<file path="config.mk">
export PLATFORM = sky130hd
export DESIGN_NAME = fa_4bit_adder
export DESIGN_NICKNAME = d
export VERILOG_FILES = /design/src/rtl/fa_4bit_adder_pkg.sv /design/src/rtl/fa_4bit_adder_fa_1bit.sv /design/src/rtl/fa_4bit_adder.sv
export SDC_FILE = /design/constraint.sdc
export NUM_CORES = 1
export LEC_CHECK = 0
export ABC_AREA = 1
export CAP_MARGIN = 40
export CORE_AREA = 2 2 39 41
export CTS_CLUSTER_SIZE = 8
export DETAILED_ROUTE_END_ITERATION = 8
export DIE_AREA = 0 0 41 43
export PLACE_DENSITY = 0.61
export SLEW_MARGIN = 0
export SYNTH_ARGS = -nofsm -noshare
export SYNTH_HDL_FRONTEND = slang
export SYNTH_HIERARCHICAL = 1
export SYNTH_SLANG_ARGS = --single-unit
</file>
<file path="constraint.sdc">
create_clock -name clk -period 2.6 [get_ports clk]
set_clock_uncertainty 0.05 [all_clocks]
set_input_delay 0.26 -clock clk [delete_from_list [all_inputs] [get_ports clk]]
set_output_delay 0.26 -clock clk [all_outputs]
set_load 0.05 [all_outputs]
</file>
<file path="src/rtl/fa_4bit_adder_pkg.sv">
// fa_4bit_adder_pkg: shared adder width constant
package fa_4bit_adder_pkg;
  localparam int W = 4;
endpackage

</file>
<file path="src/rtl/fa_4bit_adder_fa_1bit.sv">
// fa_1bit: single-bit full adder; in a, b, cin; out s, cout
module fa_1bit (
  input  logic a,
  input  logic b,
  input  logic cin,
  output logic s,
  output logic cout
);
  assign s    = a ^ b ^ cin;
  assign cout = (a & b) | (cin & (a ^ b));
endmodule

</file>
<file path="src/rtl/fa_4bit_adder.sv">
// fa_4bit_adder: 4-bit ripple adder; in clk, rst, a, b, cin; out sum/cout (comb), sum_q/cout_q/ovf_q (registered, async reset)
module fa_4bit_adder
  import fa_4bit_adder_pkg::*;
(
  input  logic         clk,
  input  logic         rst,
  input  logic [W-1:0] a,
  input  logic [W-1:0] b,
  input  logic         cin,
  output logic [W-1:0] sum,
  output logic         cout,
  output logic [W-1:0] sum_q,
  output logic         cout_q,
  output logic         ovf_q
);
  logic [W:0] c;
  assign c[0] = cin;
  for (genvar i = 0; i < W; i++) begin : g_bit
    fa_1bit u_fa (.a(a[i]), .b(b[i]), .cin(c[i]), .s(sum[i]), .cout(c[i+1]));
  end
  assign cout = c[W];
  always_ff @(posedge clk or posedge rst)
    if (rst) begin
      sum_q  <= '0;
      cout_q <= 1'b0;
      ovf_q  <= 1'b0;
    end else begin
      sum_q  <= sum;
      cout_q <= c[W];
      ovf_q  <= c[W-1] ^ c[W];
    end
endmodule

</file>
# Word level (Yosys, flattened, before mapping)
# Cells that the tools add are included.
dict set report word_totals {
  regBits 6
  in_bits 11
  elab_cells 24
}
dict set report classes {
  bitwise 21
}
# cell count
set op_table {}
lappend op_table {{1-bit XOR} 9}
lappend op_table {{1-bit bitwise AND} 8}
lappend op_table {{1-bit bitwise OR} 4}

# Depth between registers and ports, before layout
# Gate-level depths: netlist of run 1.
dict set report depth {
  depth_word 10
  mapped_depth 7
  mapped_depth_nobuf 7
}

# Hierarchy
# Netlist of run 1, hierarchy kept.
# mod instances area_per_inst_um2 cells_per_inst seq_area_each_um2
set modules_own_cells {}
lappend modules_own_cells {fa_4bit_adder 1 172.7 12 150.1}
lappend modules_own_cells {fa_1bit 4 20.0 1 0.0}

# Worst setup path before layout of run 1
# OpenSTA, ideal clock, no wires.
dict set report synth_timing {
  kind {in2out}
  from {in a[0]}
  to {out sum[3]}
  cell_stages 4
  n_path_buf 0
  path_slack_ps -8
  required_ps 2290
  t_arrival_ps 2298
  cell_sequence {fa_1 > fa_1 > fa_1 > fa_1}
}
dict set report synth_between {
  elab_chain_len 8
  word_cells_on_any_way 9
  classes_between {bitwise: 9}
}
# element line
set synth_lines {}
lappend synth_lines {{from (decl)} fa_4bit_adder.sv:7} ;# input logic [W-1:0] a,
lappend synth_lines {{1-bit XOR} fa_4bit_adder_fa_1bit.sv:10} ;# assign cout = (a & b) | (cin & (a ^ b));
lappend synth_lines {{1-bit bitwise AND} fa_4bit_adder_fa_1bit.sv:10}
lappend synth_lines {{1-bit bitwise OR (*)} fa_4bit_adder_fa_1bit.sv:10}
lappend synth_lines {{1-bit bitwise AND (*)} fa_4bit_adder_fa_1bit.sv:10}
lappend synth_lines {{1-bit bitwise OR (*)} fa_4bit_adder_fa_1bit.sv:10}
lappend synth_lines {{net c[2]} fa_4bit_adder.sv:16} ;# logic [W:0] c;
lappend synth_lines {{1-bit bitwise AND (*)} fa_4bit_adder_fa_1bit.sv:10}
lappend synth_lines {{1-bit bitwise OR (*)} fa_4bit_adder_fa_1bit.sv:10}
lappend synth_lines {{net c[3]} fa_4bit_adder.sv:16}
lappend synth_lines {{1-bit XOR (*)} fa_4bit_adder_fa_1bit.sv:9} ;# assign s = a ^ b ^ cin;
lappend synth_lines {{to (decl)} fa_4bit_adder.sv:10} ;# output logic [W-1:0] sum,
# The timed path passes the listed nets; every way through them passes the cells marked *.

# Worst setup path after layout of run 1
dict set report layout_timing {
  from {in cin}
  to {out sum[3]}
}
dict set report layout_between {
  elab_chain_len 7
}
# element line
set layout_lines {}
lappend layout_lines {{from (decl)} fa_4bit_adder.sv:9} ;# input logic cin,
lappend layout_lines {{1-bit bitwise AND} fa_4bit_adder_fa_1bit.sv:10}
lappend layout_lines {{1-bit bitwise OR} fa_4bit_adder_fa_1bit.sv:10}
lappend layout_lines {{net c[1]} fa_4bit_adder.sv:16}
lappend layout_lines {{1-bit bitwise AND} fa_4bit_adder_fa_1bit.sv:10}
lappend layout_lines {{1-bit bitwise OR} fa_4bit_adder_fa_1bit.sv:10}
lappend layout_lines {{net c[2]} fa_4bit_adder.sv:16}
lappend layout_lines {{1-bit bitwise AND} fa_4bit_adder_fa_1bit.sv:10}
lappend layout_lines {{1-bit bitwise OR} fa_4bit_adder_fa_1bit.sv:10}
lappend layout_lines {{net c[3]} fa_4bit_adder.sv:16}
lappend layout_lines {{1-bit XOR} fa_4bit_adder_fa_1bit.sv:9}
# The timed path passes the listed nets, and every way through them passes these cells.

==> results of run 1 <==
## final cells by class
class                           count  share of cell area [%]
Clock buffer                        3                    4.06
Inverter                            3                    2.03
Multi-Input combinational cell      7                    18.3
Sequential cell                     6                    27.1
Tap cell                           16                    3.61
Timing Repair Buffer               24                    44.9
## cell families (layout without fill, tap and decap cells)
group,count (synthesis),in the layout,synth area share (%)
and+or+nand+nor,3,3,4.46
buffers and inverters,3,30,4.46
DFF,6,6,59.4
adders and majority gates,4,4,31.7
## layout by cell type (no fill, tap or decap)
| master | count |
|---|---|
| buf_6 | 1 |
| clkbuf_4 | 3 |
| fa_2 | 4 |
| clkdlybuf4s50_1 | 13 |
| buf_4 | 5 |
| inv_1 | 3 |
| nand2_1 | 3 |
| dfrtp_1 | 6 |
| buf_12 | 3 |
| buf_2 | 2 |
## critical path, cell delays in order
cell and delay (ns):
buf_6 0.10, fa_2 0.38, fa_2 0.40, fa_2 0.38
fa_2 0.58, buf_12 0.14
## how the worst max path moves through the flow
stage              to  start
4_1_cts        sum[3]    cin
5_1_grt        sum[3]    cin
2_1_floorplan  sum[3]   a[0]
6_report       sum[3]    cin
3_5_place_dp   sum[3]   a[0]
3_3_place_gp   sum[3]   a[0]
## report_power, final
group	internal [mW]	switching [mW]
Sequential	0.108	0.00312
Combinational	0.0957	0.138
Clock	0.0519	0.0297
Total	0.256	0.171
## metal layers
metal | GRT usage (%) | up-vias | wire length [µm]
li1 | - | 99 | -
met1 | 8.33 | 93 | 205
met2 | 13.4 | 22 | 282
met3 | 4.71 | 0 | 107
met4 | 10.0 | 0 | 0
met5 | 0 | - | 0
## metrics by stage
stage / setup WS [ns] / power, mW / util [%]
floorplan: 0.0909 / 0.245 / -
global placement: -0.380 / 0.344 / 38.0
detailed placement: -0.414 / 0.345 / 38.0
CTS: 0.00317 / 0.436 / 40.1
global route: 0.000243 / 0.453 / 40.1
finish: 0.0409 / 0.427 / 40.1
## flip-flops by register name, summed over array words and instances (netlist names)
signal,cells
cout_q,1
ovf_q,1
sum_q,4
## repair_timing
action,4_1_cts,5_1_grt
gates cloned,0,0
pin swaps,4,1
setup endpoints to repair,2,1
gates resized for setup,16,0
setup buffers,1,0
==> tab_implementation.tex, run 1 <==
\begin{tabular}{lr}
\hline
Metric & Value \\
\hline
\multicolumn{2}{l}{\textbf{Logic synthesis}} \\
Summed instance area of the synthesized netlist & 253 µm² \\
Cells after Synth & 16 \\
Most repeated cell in the gate-level netlist after synthesis & dfrtp\_1 \\
Yosys synthesis warning count & 6 \\
Post-synth top area share & 59.4\% \\
Cell accounting for the most synthesized area & dfrtp\_1 \\
Sequential-to-total area share from yosys stat & 59.4\% \\
Share of synthesized registers carrying an async set or reset & 100\% \\
Mapped Nets & 31 \\
Number of distinct standard cells referenced by the synthesized netlist & 4 \\
Post-synthesis register bit count & 6 \\
Mean area per synthesized cell & 15.8 µm² \\
Largest cells by area after synthesis & dfrtp\_1 (59\%), fa\_1 (32\%), inv\_1 (4.5\%) \\
Ranking of synthesized cells by instance count & dfrtp\_1 (6), fa\_1 (4), inv\_1 (3), nand2\_1 (3) \\
Most common flop cell mapped by yosys & dfrtp\_1 \\
Number of synthesized flops with an enable pin & 0 \\
\multicolumn{2}{l}{\textbf{Global route}} \\
Global-route usage over all layers & 9.34\% \\
Number of global-route vias before repair & 226 \\
Initial antenna violation count & 0 \\
Pin count of the biggest net entering global routing & 7 \\
First-pass GRT wire length & 959 µm \\
Congestion Overflow GR & 0 \\
\multicolumn{2}{l}{\textbf{Routing}} \\
Router iterations before antenna repair & 1 \\
Count of nets left with antenna violations after detail routing & 0 \\
Vias post-DR & 214 \\
Detailed Route Iter0 Violations & 0 \\
Ratio of routed vias to standard cells & 3.63 \\
Routed length per placed instance & 10.1 µm \\
Wirelength, routed & 596 µm \\
Number of design rule violations left after detail routing & 0 \\
\multicolumn{2}{l}{\textbf{Timing}} \\
Slew at the pin closest to its max-slew limit & 0.496 ns \\
RSZ-0062 raised after global routing & no \\
TNS Setup & 0 ns \\
Count of final max-slew check failures & 0 \\
Share of the clock period used by the worst path & 98.4\% \\
Max-slew headroom at the worst pin & 66.8\% \\
Setup-violating endpoint count in the final report & 0 \\
Shortest period the worst path allows & 2.56 ns \\
Worst hold slack & 0.182 ns \\
Hold Violations, Final & 0 \\
Max Clk Rate & 391 MHz \\
\multicolumn{2}{l}{\textbf{Floorplanning}} \\
Core Region & 1380 µm² \\
Full die area & 1760 µm² \\
Die Span X & 41 µm \\
DIE HEIGHT & 43 µm \\
Number of ports placed on the die boundary & 22 \\
Number of core rows & 14 \\
Initial core utilization & 18.3\% \\
\multicolumn{2}{l}{\textbf{Clock tree}} \\
Number of buffers inserted by hold repair at cts & 0 \\
Clk slew on worst S/H paths & 0.04 ns \\
Max H-tree Level & 1 \\
TritonCTS clock tree & done \\
Max Root-Sink Buffers & 2 \\
Clock root cell & clkbuf\_4 \\
TritonCTS buffer count & 3 \\
TritonCTS Sinks & 6 \\
\multicolumn{2}{l}{\textbf{Setup path}} \\
Nature of the critical path startpoint & input pin \\
Arrival time of data at the critical path endpoint & 2.25 ns \\
Setup CP Type & input pin to output port \\
Worst path required time & 2.29 ns \\
Endpoint type of the worst setup path & output port \\
Highest net fanout along the worst path & 2 \\
\multicolumn{2}{l}{\textbf{Placement}} \\
Placed Instances & 55 \\
Placed Area & 526 µm² \\
Quantity of I/O buffers inserted on ports & 21 \\
Weighted congestion reported at the end of routability-driven placement & 0.734 \\
\multicolumn{2}{l}{\textbf{Flow run}} \\
Maximum capacitance violations & 0 \\
\multicolumn{2}{l}{\textbf{Min path}} \\
Classification of the worst-slack hold path & input pin to asynchronous set/reset pin \\
\multicolumn{2}{l}{\textbf{Power}} \\
PD cells & 770 nW/µm² \\
Lkg Pwr & 0.252 nW \\
IR Drop Worst-Case VDD & 263 µV \\
\multicolumn{2}{l}{\textbf{Outcome}} \\
Status & completed \\
\multicolumn{2}{l}{\textbf{Layout}} \\
Cell Count, Final, Fillers Out & 59 \\
Total area of sequential cells & 150 µm² \\
Layout cell share with drive strength beyond 1 & 41.9\% \\
Area occupied by multi-input gates & 101 µm² \\
Number of fill cells in the layout & 134 \\
Area growth, synth to finish & 119\% \\
Post-layout nets & 60 \\
Antenna diodes & 0 \\
Layout Cell Area excl Fill & 554 µm² \\
\hline
\end{tabular}
Power figures use the tool's default switching activity.
==> run 2: changes to the inputs <==
--- a/config.mk
+++ b/config.mk
@@ -6,7 +6,6 @@
 export NUM_CORES = 1
 export LEC_CHECK = 0
 export ABC_AREA = 1
-export CAP_MARGIN = 40
 export CORE_AREA = 2 2 39 41
 export CTS_CLUSTER_SIZE = 8
 export DETAILED_ROUTE_END_ITERATION = 8
==> results of run 2 <==
No change in the layout: final DEF, timing and power equal those of run 1.
==> run 3: changes to the inputs <==
--- a/config.mk
+++ b/config.mk
@@ -7,6 +7,7 @@
 export LEC_CHECK = 0
 export ABC_AREA = 1
 export CORE_AREA = 2 2 39 41
+export CTS_CLUSTER_DIAMETER = 200
 export CTS_CLUSTER_SIZE = 8
 export DETAILED_ROUTE_END_ITERATION = 8
 export DIE_AREA = 0 0 41 43
==> results of run 3 <==
No change in the layout: final DEF, timing and power equal those of run 1.
